--- src/rtl/irq_arb_pkg.sv ---
// Shared definitions for the external interrupt arbiter: register offsets,
// FSM encodings and field widths.
package irq_arb_pkg;

    localparam int PRIO_W  = 3;
    localparam int ID_NONE = 0;

    localparam logic [4:0] ADDR_PENDING   = 5'h00;
    localparam logic [4:0] ADDR_ENABLE    = 5'h04;
    localparam logic [4:0] ADDR_THRESHOLD = 5'h08;
    localparam logic [4:0] ADDR_CLAIM     = 5'h0C;
    localparam logic [4:0] ADDR_PRIO0     = 5'h10;

    typedef enum logic [1:0] {
        IDLE       = 2'd0,
        ASSERT     = 2'd1,
        WAIT_CLAIM = 2'd2,
        SERVICE    = 2'd3
    } state_t;

    // Byte offsets are word aligned; the low two address bits never select anything.
    function automatic logic [4:0] word_addr(input logic [4:0] a);
        return {a[4:2], 2'b00};
    endfunction

endpackage

--- src/rtl/irq_arbiter_if.sv ---
// Register-bus interface of the interrupt arbiter: byte address, write data,
// one-cycle strobes and combinational read data.
interface irq_arbiter_if;
    logic [4:0]  a;
    logic [31:0] d;
    logic        we;
    logic        rd;
    logic [31:0] spo;

    modport master (output a, output d, output we, output rd, input spo);
    modport slave  (input a, input d, input we, input rd, output spo);
endinterface

--- src/rtl/irq_arb_select.sv ---
// Combinational winner selection: highest priority among eligible sources,
// ties resolved toward the lowest ID; ID 0 when nothing is eligible.
module irq_arb_select
    import irq_arb_pkg::*;
#(
    parameter int N_SRC = 8,
    parameter int ID_W  = 4
) (
    input  logic [N_SRC-1:0]             i_elig,
    input  logic [N_SRC-1:0][PRIO_W-1:0] i_prio,
    output logic [ID_W-1:0]              o_best_id
);
    logic [PRIO_W-1:0] w_best_prio;

    // Ascending scan with a strict compare keeps the lower ID on equal priority.
    always_comb begin
        o_best_id   = ID_W'(ID_NONE);
        w_best_prio = '0;
        for (int i = 0; i < N_SRC; i++) begin
            if (i_elig[i] && ((o_best_id == ID_W'(ID_NONE)) || (i_prio[i] > w_best_prio))) begin
                o_best_id   = ID_W'(i + 1);
                w_best_prio = i_prio[i];
            end
        end
    end

endmodule

--- src/rtl/irq_arbiter.sv ---
// Memory-mapped external interrupt arbiter driving m_eip with claim/complete.
// Define IRQ_ARB_PRIORITY_EN to build the THRESHOLD and PRIORITY registers.
module irq_arbiter
    import irq_arb_pkg::*;
#(
    parameter int N_SRC = 8,
    parameter int ID_W  = 4
) (
    input  logic             clk,
    input  logic             rst_n,
    input  logic [N_SRC-1:0] irq,
    irq_arbiter_if.slave     bus,
    output logic             m_eip,
    input  logic             m_eip_reply
);
    state_t                       r_state, w_next;
    logic [N_SRC-1:0]             r_irq_prev, r_pending, r_enable;
    logic [N_SRC-1:0]             w_rise, w_elig, w_clr;
    logic [N_SRC-1:0][PRIO_W-1:0] w_prio;
    logic [ID_W-1:0]              w_best_id, r_claimed_id;
    logic [4:0]                   w_word;
    logic [31:0]                  w_spo;
    logic                         r_m_eip, w_claim_rd, w_claim_fire, w_complete, w_unused;

    assign w_word       = word_addr(bus.a);
    assign w_rise       = irq & ~r_irq_prev;
    assign w_claim_rd   = bus.rd && (w_word == ADDR_CLAIM);
    assign w_claim_fire = w_claim_rd && (r_state != SERVICE);
    assign w_complete   = bus.we && (w_word == ADDR_CLAIM) && (r_state == SERVICE)
                          && (bus.d[ID_W-1:0] == r_claimed_id);
    assign w_unused     = ^{bus.a[1:0], bus.d};

`ifdef IRQ_ARB_PRIORITY_EN
    logic [PRIO_W-1:0]            r_threshold;
    logic [N_SRC-1:0][PRIO_W-1:0] r_prio;

    always_ff @(posedge clk) begin
        if (!rst_n) begin
            r_threshold <= '0;
            r_prio      <= '0;
        end else if (bus.we) begin
            if (w_word == ADDR_THRESHOLD)
                r_threshold <= bus.d[PRIO_W-1:0];
            for (int i = 0; i < N_SRC; i++)
                if (bus.a[4] && ((i / 8) == int'(bus.a[3:2])))
                    r_prio[i] <= bus.d[4*(i%8) +: PRIO_W];
        end
    end

    always_comb begin
        w_prio = r_prio;
        w_elig = '0;
        for (int i = 0; i < N_SRC; i++)
            w_elig[i] = r_pending[i] && r_enable[i] && (r_prio[i] > r_threshold);
    end
`else
    // Equal priorities reduce the selector to a lowest-ID pick.
    always_comb begin
        w_elig = r_pending & r_enable;
        w_prio = '0;
        for (int i = 0; i < N_SRC; i++)
            w_prio[i] = PRIO_W'(1);
    end
`endif

    irq_arb_select #(.N_SRC(N_SRC), .ID_W(ID_W)) u_select (
        .i_elig    (w_elig),
        .i_prio    (w_prio),
        .o_best_id (w_best_id)
    );

    always_comb begin
        w_clr = '0;
        for (int i = 0; i < N_SRC; i++)
            w_clr[i] = w_claim_fire && (w_best_id == ID_W'(i + 1));
    end

    always_comb begin
        w_spo = '0;
        case (w_word)
            ADDR_PENDING: w_spo[N_SRC-1:0] = r_pending;
            ADDR_ENABLE:  w_spo[N_SRC-1:0] = r_enable;
            ADDR_CLAIM:   if (r_state != SERVICE) w_spo[ID_W-1:0] = w_best_id;
`ifdef IRQ_ARB_PRIORITY_EN
            ADDR_THRESHOLD: w_spo[PRIO_W-1:0] = r_threshold;
            default: begin
                for (int i = 0; i < N_SRC; i++)
                    if (bus.a[4] && ((i / 8) == int'(bus.a[3:2])))
                        w_spo[4*(i%8) +: PRIO_W] = r_prio[i];
            end
`else
            default: ;
`endif
        endcase
    end

    always_comb begin
        w_next = r_state;
        case (r_state)
            IDLE:       if (w_best_id != ID_W'(ID_NONE)) w_next = ASSERT;
            ASSERT: begin
                if (m_eip_reply)                         w_next = WAIT_CLAIM;
                else if (w_best_id == ID_W'(ID_NONE))    w_next = IDLE;
            end
            WAIT_CLAIM: if (w_claim_rd)
                            w_next = (w_best_id != ID_W'(ID_NONE)) ? SERVICE : IDLE;
            SERVICE:    if (w_complete) w_next = IDLE;
            default:    w_next = IDLE;
        endcase
    end

    // m_eip only follows a stay in ASSERT, so it is never high in WAIT_CLAIM/SERVICE.
    always_ff @(posedge clk) begin
        if (!rst_n) begin
            r_state      <= IDLE;
            r_m_eip      <= 1'b0;
            r_irq_prev   <= '0;
            r_pending    <= '0;
            r_enable     <= '0;
            r_claimed_id <= '0;
        end else begin
            r_state    <= w_next;
            r_m_eip    <= (r_state == ASSERT) && (w_next == ASSERT);
            r_irq_prev <= irq;
            r_pending  <= (r_pending & ~w_clr) | w_rise;
            if (bus.we && (w_word == ADDR_ENABLE))
                r_enable <= bus.d[N_SRC-1:0];
            if ((r_state == WAIT_CLAIM) && w_claim_rd)
                r_claimed_id <= w_best_id;
            else if (w_complete)
                r_claimed_id <= '0;
        end
    end

    assign m_eip   = r_m_eip;
    assign bus.spo = w_spo;

endmodule

--- src/flat_wrapper.sv ---
// flat-port wrapper written by rule: the top's interface ports become plain ports
module irq_arbiter_flat import irq_arb_pkg::*;
#(
    parameter int N_SRC = 8,
    parameter int ID_W  = 4
)
  (clk, rst_n, irq, m_eip, m_eip_reply, bus_a, bus_d, bus_we, bus_rd, bus_spo);
  irq_arbiter_if bus_i ();
  input  logic clk;
  input  logic rst_n;
  input  logic [N_SRC-1:0] irq;
  output logic m_eip;
  input  logic m_eip_reply;
  input wire logic [$bits(bus_i.a)-1:0] bus_a;
  input wire logic [$bits(bus_i.d)-1:0] bus_d;
  input wire logic [$bits(bus_i.we)-1:0] bus_we;
  input wire logic [$bits(bus_i.rd)-1:0] bus_rd;
  output wire logic [$bits(bus_i.spo)-1:0] bus_spo;
  assign bus_i.a = bus_a;
  assign bus_i.d = bus_d;
  assign bus_i.we = bus_we;
  assign bus_i.rd = bus_rd;
  assign bus_spo = bus_i.spo;
  irq_arbiter #(.N_SRC(N_SRC), .ID_W(ID_W)) u_core (.clk(clk), .rst_n(rst_n), .irq(irq), .bus(bus_i), .m_eip(m_eip), .m_eip_reply(m_eip_reply));
endmodule
--- config.mk ---
export PLATFORM = sky130hd
export DESIGN_NAME = irq_arbiter_flat
export DESIGN_NICKNAME = d
export VERILOG_FILES = /design/src/rtl/irq_arb_pkg.sv /design/src/rtl/irq_arbiter_if.sv /design/src/rtl/irq_arb_select.sv /design/src/rtl/irq_arbiter.sv /design/src/flat_wrapper.sv
export SDC_FILE = /design/constraint.sdc
export NUM_CORES = 1
export LEC_CHECK = 0
export ABC_AREA = 1
export CAP_MARGIN = 20
export CORE_MARGIN = 2
export CORE_UTILIZATION = 35
export CTS_CLUSTER_SIZE = 8
export DETAILED_ROUTE_END_ITERATION = 6
export DONT_BUFFER_PORTS = 1
export MAX_ROUTING_LAYER = met4
export SLEW_MARGIN = 30
export SYNTH_ARGS = -nofsm -noshare
export SYNTH_HDL_FRONTEND = slang
export SYNTH_SLANG_ARGS = --single-unit
--- constraint.sdc ---
create_clock -name clk -period 1.18 [get_ports clk]
set_input_delay 0.118 -clock clk [delete_from_list [all_inputs] [get_ports clk]]
set_output_delay 0.118 -clock clk [all_outputs]
set_load 0.1 [all_outputs]
# Word-level counts from Yosys, hierarchy flattened
# Index checks and enable logic that the tools add are counted.
# totals
ff_bits,31
out_inout_bits,33
# op_classes
n_eq_ne,16
reduce_logical,42
n_lt_le_gt_ge,7
mux,27
n_bitwise,6
# op_table
cell,n
two-way mux 4 bit,9
zero test 4 bit,8
bitwise AND 8 bit,3
logical AND 1 bit,23
greater-than comparator 1 x 3 -> 1 bit (first input constant),7
two-way mux 3 bit,6
equality test 4 x 3 -> 1 bit (second input constant),4
NOT 8 bit,2
two-way mux 2 bit,7
one-hot mux 4 bit (3 select lines),1
equality test 4 x 2 -> 1 bit (second input constant),2
bitwise OR 8 bit,1
one-hot mux 2 bit (4 select lines),1
one-hot mux 4 bit (2 select lines),1
logical OR 1 bit,7
zero test 5 bit,1
equality test 2 x 1 -> 1 bit (second input constant),2
equality test 2 bit (second input constant),2
equality test 4 x 1 -> 1 bit (second input constant),1
equality test 4 bit,1
equality test 4 bit (second input constant),1
nonzero test 4 bit,1
equality test 3 x 1 -> 1 bit (second input constant),1
equality test 3 x 2 -> 1 bit (second input constant),1
other kinds (4),5

# Logic depth before layout (Yosys ltp)
# Gate-level depths: netlist of run 1.
# depth
ltp_word,36
depth_mapped,11
mapped_depth_nobuf,11

# Cells and area by module
# From an unflattened synthesis of run 1, not the netlist that was laid out.
# unflattened
hier_cells,405
hier_area_um2,2582.5
# modules_own_cells
module,seq_area_each_um2,area_per_inst_um2,instances,cells_each
irq_arbiter,620.6,1654.1,1,234
irq_arb_select,0.0,928.4,1,171

# Worst setup path after synthesis of run 1
# No wires, ideal clock.
# synth_path
path_type,reg-to-output
start,register u_core.r_pending[2]
end,output bus_spo[1]
required_time_ps,1062
stages_incl_launch_ff,9
arrival_ps,1633
path_slack_ps,-571
cell_sequence,dfxtp_1 > nand2_1 > nand3_4 > nor2_4 > nand3_1 > nand2_1 > nand2_2 > nand2_1 > nand3_1
# synth_via
elab_chain_len,25
# synth_rtl
item,line,source
"start, declared",irq_arbiter.sv:17,"logic [N_SRC-1:0] r_irq_prev, r_pending, r_enable;"
"start signal, assigned",irq_arbiter.sv:125,r_pending <= (r_pending & ~w_clr) | w_rise;
bitwise AND 8 bit *,irq_arbiter.sv:59,w_elig = r_pending & r_enable;
logical AND 1 bit *,irq_arb_select.sv:20,if (i_elig[i] && ((o_best_id == ID_W'(ID_NONE)) || (i_prio[i] > w_best_prio))) begin
two-way mux 3 bit / two-way mux 4 bit (equally long branches),irq_arb_select.sv:20,
greater-than comparator 1 x 3 -> 1 bit / zero test 4 bit (equally long branches),irq_arb_select.sv:20,
logical OR 1 bit,irq_arb_select.sv:20,
logical AND 1 bit,irq_arb_select.sv:20,
two-way mux 3 bit / two-way mux 4 bit (equally long branches),irq_arb_select.sv:20,
greater-than comparator 1 x 3 -> 1 bit / zero test 4 bit (equally long branches),irq_arb_select.sv:20,
[... 9 more ...],--,
logical AND 1 bit,irq_arb_select.sv:20,
two-way mux 3 bit / two-way mux 4 bit (equally long branches),irq_arb_select.sv:20,
greater-than comparator 1 x 3 -> 1 bit / zero test 4 bit (equally long branches),irq_arb_select.sv:20,
logical OR 1 bit,irq_arb_select.sv:20,
logical AND 1 bit,irq_arb_select.sv:20,
two-way mux 4 bit *,irq_arb_select.sv:20,
two-way mux 4 bit *,irq_arbiter.sv:83,ADDR_CLAIM: if (r_state != SERVICE) w_spo[ID_W-1:0] = w_best_id;
one-hot mux 4 bit (3 select lines) *,irq_arbiter.sv:80,case (w_word)
"end, declared",flat_wrapper.sv:18,output wire logic [$bits(bus_i.spo)-1:0] bus_spo;
# Every way passes the cells marked *; elsewhere a longest branch is shown, timed or not.

# Worst setup path after layout of run 1
# layout_path
start,register u_core.r_enable[0]
end,output bus_spo[0]
# layout_via
elab_chain_len,32
# layout_rtl
item,line,source
"start, declared",irq_arbiter.sv:17,
"start signal, assigned",irq_arbiter.sv:127,r_enable <= bus.d[N_SRC-1:0];
bitwise AND 8 bit,irq_arbiter.sv:59,
two-way mux 1 bit,irq_arb_select.sv:20,
greater-than comparator 1 x 3 -> 1 bit / zero test 4 bit (equally long branches),irq_arb_select.sv:20,
logical OR 1 bit,irq_arb_select.sv:20,
logical AND 1 bit,irq_arb_select.sv:20,
two-way mux 3 bit / two-way mux 2 bit (equally long branches),irq_arb_select.sv:20,
greater-than comparator 1 x 3 -> 1 bit / zero test 4 bit (equally long branches),irq_arb_select.sv:20,
logical OR 1 bit,irq_arb_select.sv:20,
[... 16 more ...],--,
logical AND 1 bit,irq_arb_select.sv:20,
two-way mux 3 bit / two-way mux 4 bit (equally long branches),irq_arb_select.sv:20,
greater-than comparator 1 x 3 -> 1 bit / zero test 4 bit (equally long branches),irq_arb_select.sv:20,
logical OR 1 bit,irq_arb_select.sv:20,
logical AND 1 bit,irq_arb_select.sv:20,
two-way mux 4 bit,irq_arb_select.sv:20,
two-way mux 4 bit,irq_arbiter.sv:83,
one-hot mux 4 bit (3 select lines) *,irq_arbiter.sv:80,
# Marks and branches as above.

==> results of run 1 <==
## cell families (layout without fill, tap and decap cells)
logic type      Yosys count  after routing  share of synthesized area
compound gates           42             42                      0.153
buf+inv                  52             92                      0.169
xor+xnor                  2              2                     0.0103
flops                    31             31                      0.366
other cells               1             24                    0.00221
simple gates             98             98                      0.301
## metal layers
metal  wire length, um  track usage  share of wire  vias up
li1                  -            -              -      816
met1              2000        0.223           0.45      755
met2              2090        0.276           0.47       48
met3               218       0.0425          0.050        9
met4                89       0.0667          0.020        0
met5                 0            -              0        -
## path summary, 6_finish.rpt
kind | startpoint | end | slack (ns) | cells past startpoint
worst max-delay path | u_core.r_enable[0] | bus_spo[0] | -0.57 | 7
worst min-delay path | bus_d[5] | u_core.r_enable[5] | 0.002 | 2
worst max register to register | u_core.r_enable[0] | u_core.r_state[1] | -0.37 | 11
worst min register to register | u_core.r_irq_prev[7] | u_core.r_pending[7] | 0.40 | 1
## registers in the layout, summed over array words and instances, names as in the netlist
register and cells:
u_core.m_eip 1, u_core.r_claimed_id 4, u_core.r_enable 8, u_core.r_irq_prev 8, u_core.r_pending 8, u_core.r_state 2
## critical path: stages, from the launching register on
cell and delay (ns):
dfxtp_2 0.33, nand2_4 0.09, nand3_4 0.12, nor2_4 0.19
nand4_4 0.13, nand2_4 0.13, a22oi_2 0.07, nand2_4 0.27
## power breakdown
| group | total [mW] | leakage, nW | internal, mW | switching, mW |
|---|---|---|---|---|
| combinational | 0.822 | 0.889 | 0.218 | 0.604 |
| sequential | 1.15 | 0.259 | 1.11 | 0.0345 |
| clock | 0.922 | 0.0515 | 0.532 | 0.390 |
| total | 2.89 | 1.20 | 1.86 | 1.03 |
## what timing repair did
item                                   CTS  global route
buffers inserted                         3             6
resized for setup                       20            25
hold buffers                            15             1
setup endpoints to repair               19            30
endpoints found under the hold margin   21             1
pin swaps                                9            11
## cell usage in the layout (no fill, tap or decap), drive strengths merged
cell type,n
conb,24
dlymetal6s4s,1
a22o,4
a22oi,2
a21oi,9
a21boi,1
nand4,3
a41oi,1
xnor2,2
nand2,52
o21ai,16
inv,25
nor2,25
dlygate4sd3,13
o31ai,2
o22ai,6
clkbuf,9
buf,44
nor3,4
o21a,1
dfxtp,31
nand3,13
or2,1
## layout make-up
| cell class | instances | area, sq um | area share |
|---|---|---|---|
| inverter | 25 | 93.8 | 0.0375 |
| multi-input combinational | 166 | 1090 | 0.436 |
| clock buffer | 8 | 100 | 0.0400 |
| sequential | 31 | 636 | 0.254 |
| tap | 54 | 67.6 | 0.0270 |
| timing repair buffer | 59 | 513 | 0.205 |
==> impl_metrics.json, run 1 <==
{
  "numCtsBuffers": 5,
  "drive_gt1_frac": 0.433,
  "grt.overflow.total": 0,
  "grt_pass1_wl_um": 7000,
  "rsz0062_at_grt": "yes",
  "fp.dieW_um": 73.7,
  "ys_top_cells_by_count": "nand2_1, dfxtp_1, buf_4, inv_1, nor2_1",
  "core-area_sq_um": 4690,
  "total_power_mw": 2.89,
  "syn_area_sq_um": 1700,
  "clockRootBuffer": "clkbuf_8",
  "layout.cells.non_filler": 343,
  "power.density_nw_per_um2": 1160,
  "path_max_fanout": 4,
  "fin_skew_ns": 0.00343,
  "hold_slack_ns": 0.00196,
  "crit_type": "reg2out",
  "synth_area_leaders": "dfxtp_1, buf_4, nand2_1, o21ai_0, inv_1",
  "clkTransAtPathRegs_ns": 0.06,
  "first_pass_iters": 4,
  "synth-async-reset-ratio": 0,
  "h-tree-depth": 2,
  "grt_pass1_vias": 1515,
  "synth-main-ff-cell": "dfxtp_1",
  "die_h_um": 73.7,
  "grt_max_degree": 16,
  "cp.arrival_ns": 1.63,
  "syn_inst": 226,
  "synth.most_common_cell": "nand2_1",
  "place_congestion": 0.899,
  "setup_viol": 19,
  "avgViaCountPerCell": 4.75,
  "synth_top_cell_by_area": "dfxtp_1",
  "postLayoutCoreUtil": 0.533,
  "post_drt_wl_per_cell_um": 12.8,
  "placed_area_sq_um": 2050,
  "required_ns": 1.06,
  "port_buffers": 0,
  "finalCriticalPeriod_ns": 1.75,
  "design_area_sq_um": 2500,
  "synth.top_cell.area_share": 0.366,
  "vdd_drop_max_mv": 0.670,
  "io_pins": 83,
  "start_kind": "flip-flop",
  "clkLatencyLatePin_ns": 0.29,
  "failed_checks": "negative setup slack",
  "clockBufferDepth": 2,
  "drcViolationCount": 0,
  "cap_violations": 0,
  "fin_ws_ns": -0.566,
  "synth_cell_types": 34,
  "min_period_over_period": 1.48,
  "syn_avg_cell_area_sq_um": 7.51,
  "hold_viol": 0,
  "fin_nets": 338,
  "fmax_mhz": 573,
  "slew_violations": 0,
  "first_iter_violations": 62,
  "ant_nets": 0,
  "synth_edf_count": 0,
  "p_leak_nw": 1.20,
  "routed_wl_um": 4400,
  "fp.dieArea_sq_um": 5420,
  "synth_warnings": 0,
  "grt.total_usage": 0.177,
  "rows": 25,
  "antenna_cells": 0,
  "dp_hpwl_um": 3140,
  "synth-seq-cells": 31,
  "cts_tree": "done",
  "nFillCells": 456,
  "dp.cells": 312,
  "antenna_found_initial": 0,
  "ys_seq_area_frac": 0.366,
  "cts.sinks": 31,
  "start_util": 0.362,
  "synthToLayoutAreaGrowth_pct": 47.2,
  "hold_class": "in2reg",
  "end_kind": "primary output",
  "tns_ns": -4.88,
  "num_vias": 1628,
  "status": "complete, but fails checks",
  "preCtsSetupSlack_ns": -0.224
}
No activity file was read; power rests on OpenSTA's default activity.
==> inputs of run 2 (changes only) <==
--- a/config.mk
+++ b/config.mk
@@ -7,12 +7,15 @@
 export LEC_CHECK = 0
 export ABC_AREA = 1
 export CAP_MARGIN = 20
+export CELL_PAD_IN_SITES_DETAIL_PLACEMENT = 1
+export CELL_PAD_IN_SITES_GLOBAL_PLACEMENT = 1
 export CORE_MARGIN = 2
 export CORE_UTILIZATION = 35
 export CTS_CLUSTER_SIZE = 8
 export DETAILED_ROUTE_END_ITERATION = 6
 export DONT_BUFFER_PORTS = 1
 export MAX_ROUTING_LAYER = met4
+export PLACE_DENSITY_LB_ADDON = 0.08
 export SLEW_MARGIN = 30
 export SYNTH_ARGS = -nofsm -noshare
 export SYNTH_HDL_FRONTEND = slang
==> constraint.sdc (replaced) <==
create_clock -name clk -period 1.18 [get_ports clk]
set_input_delay 0.236 -clock clk [delete_from_list [all_inputs] [get_ports clk]]
set_output_delay 0.236 -clock clk [all_outputs]
set_load 0.1 [all_outputs]
==> impl_metrics.json, run 2 (synthesized netlist as in run 1, its figures left out) <==
{
  "dp_hpwl_um": 4030,
  "cp.arrival_ns": 1.61,
  "grt.total_usage": 0.213,
  "antenna_found_initial": 0,
  "preCtsSetupSlack_ns": -0.345,
  "postLayoutCoreUtil": 0.538,
  "avgViaCountPerCell": 4.89,
  "cp_common_cell": "nand2_2",
  "core-area_sq_um": 4690,
  "die_h_um": 73.7,
  "fp.dieW_um": 73.7,
  "final_common_cell": "buf_4",
  "top_regs": "u_core.r_enable (8), u_core.r_irq_prev (8), u_core.r_pending (8)",
  "grt.overflow.total": 0,
  "fmax_mhz": 542,
  "status": "complete, but fails checks",
  "post_drt_wl_per_cell_um": 15.7,
  "cpPeakStageDelay_ns": 0.34,
  "min_period_over_period": 1.56,
  "h-tree-depth": 2,
  "final_cell_mix": "buf_4, nand2_1, conb_1",
  "cap_violations": 0,
  "clkTransAtPathRegs_ns": 0.07,
  "grt_max_degree": 20,
  "synthToLayoutAreaGrowth_pct": 48.8,
  "crit_buf_inv": 1,
  "start_kind": "flip-flop",
  "first_pass_iters": 4,
  "p_leak_nw": 1.23,
  "routed_wl_um": 5300,
  "clockBufferDepth": 2,
  "io_pins": 83,
  "failed_checks": "negative setup slack",
  "cts.sinks": 31,
  "clockRootBuffer": "clkbuf_8",
  "grt_pass1_vias": 1801,
  "total_power_mw": 3.07,
  "finalCriticalPeriod_ns": 1.85,
  "hold_viol": 0,
  "end_kind": "primary output",
  "power.density_nw_per_um2": 1220,
  "crit_path_top_delay_cell": "dfxtp_2",
  "grt_pass1_wl_um": 8430,
  "antenna_cells": 0,
  "start_util": 0.362,
  "place_congestion": 0.919,
  "ant_nets": 0,
  "rows": 25,
  "cts_tree": "done",
  "drive_gt1_frac": 0.504,
  "clkLatencyLatePin_ns": 0.28,
  "port_buffers": 0,
  "rsz0062_at_grt": "yes",
  "hold_class": "in2reg",
  "dp.cells": 319,
  "slew_violations": 0,
  "setup_viol": 20,
  "numCtsBuffers": 5,
  "path_cells": "nand2_4 > nand3_4 > nor2_4 > nand3_2 > nand2_2 > nand2_2 > nand2_2 > nand3_4 > buf_12",
  "crit_type": "reg2out",
  "num_vias": 1653,
  "fin_skew_ns": 0.00918,
  "crit_family": "simple AND/OR/NAND/NOR gates",
  "fin_ws_ns": -0.667,
  "layout.cells.non_filler": 338,
  "drcViolationCount": 0,
  "vdd_drop_max_mv": 0.817,
  "fp.dieArea_sq_um": 5420,
  "fin_nets": 333,
  "required_ns": 0.94,
  "first_iter_violations": 32,
  "path_max_fanout": 6
}
## run 2: cell types whose count changed in the layout (fill, tap and decap cells not counted), moves of 2 or more
| cell | before | now |
|---|---|---|
| dlygate4sd3_1 | 13 | 0 |
| buf_6 | 6 | 12 |
| buf_4 | 37 | 40 |
| nand3_1 | 6 | 3 |
| nand3_2 | 3 | 6 |
| o21ai_0 | 12 | 9 |
| o21ai_1 | 1 | 4 |
| inv_4 | 0 | 2 |
## run 2: cell type report
| cell class | instances | area [sq um] |
|---|---|---|
| multi-input combinational | 166 | 1130 |
| fill | 574 | 2170 |
| sequential | 31 | 637 |
| inverter | 25 | 98.8 |
| timing repair buffer | 54 | 475 |
| clock buffer | 6 | 82.6 |
| clock inverter | 2 | 35.0 |
| tap | 54 | 67.6 |
## run 2: repair_timing
action,CTS,global route
setup buffers,7,6
pin swaps,20,12
resized for setup,36,25
endpoints found under the hold margin,0,0
endpoints found under the setup margin,20,24
hold buffers,0,0
## run 2: worst register-to-register path: stages (launching register included)
cell	delay, ns
dfxtp_2	0.34
nand2_4	0.10
nand3_4	0.10
nor2_4	0.18
nand3_2	0.13
nand2_2	0.10
nand2_2	0.06
buf_4	0.15
nor2_4	0.10
nand2_2	0.07
o21ai_2	0.07
a21oi_2	0.07
## run 2: report_power, final
group / leakage [nW] / internal (mW) / switching (mW) / total, mW
combinational: 0.909 / 0.213 / 0.614 / 0.828
clock: 0.0612 / 0.683 / 0.413 / 1.10
sequential: 0.259 / 1.11 / 0.0390 / 1.15
total: 1.23 / 2.01 / 1.07 / 3.07
## run 2: final timing paths
kind | startpoint | endpoint | slack [ns] | cells past startpoint
worst min-delay path | irq[4] | u_core.r_irq_prev[4] | 0.07 | 2
worst max-delay path | u_core.r_enable[0] | bus_spo[1] | -0.67 | 9
worst min register to register | u_core.r_irq_prev[7] | u_core.r_pending[7] | 0.40 | 1
worst max register to register | u_core.r_enable[0] | u_core.r_state[0] | -0.39 | 11
## run 2: metal layers
layer,global-route usage,part of all wire,up-vias
met2,0.358,0.52,46
met5,-,0,-
met4,0.0707,0.015,0
met1,0.247,0.41,795
met3,0.0535,0.053,9
li1,-,-,803
## run 2: per-stage QoR
stage	cell area (sq um)	setup TNS [ns]	hold slack, ns
global route	2530	-7.29	0.0708
detailed placement	2120	-4.59	0.359
finish	2530	-5.92	0.0700
global placement	2120	-3.69	0.355
CTS	2400	-5.44	0.0619
floorplan	1900	-1.24	0.343
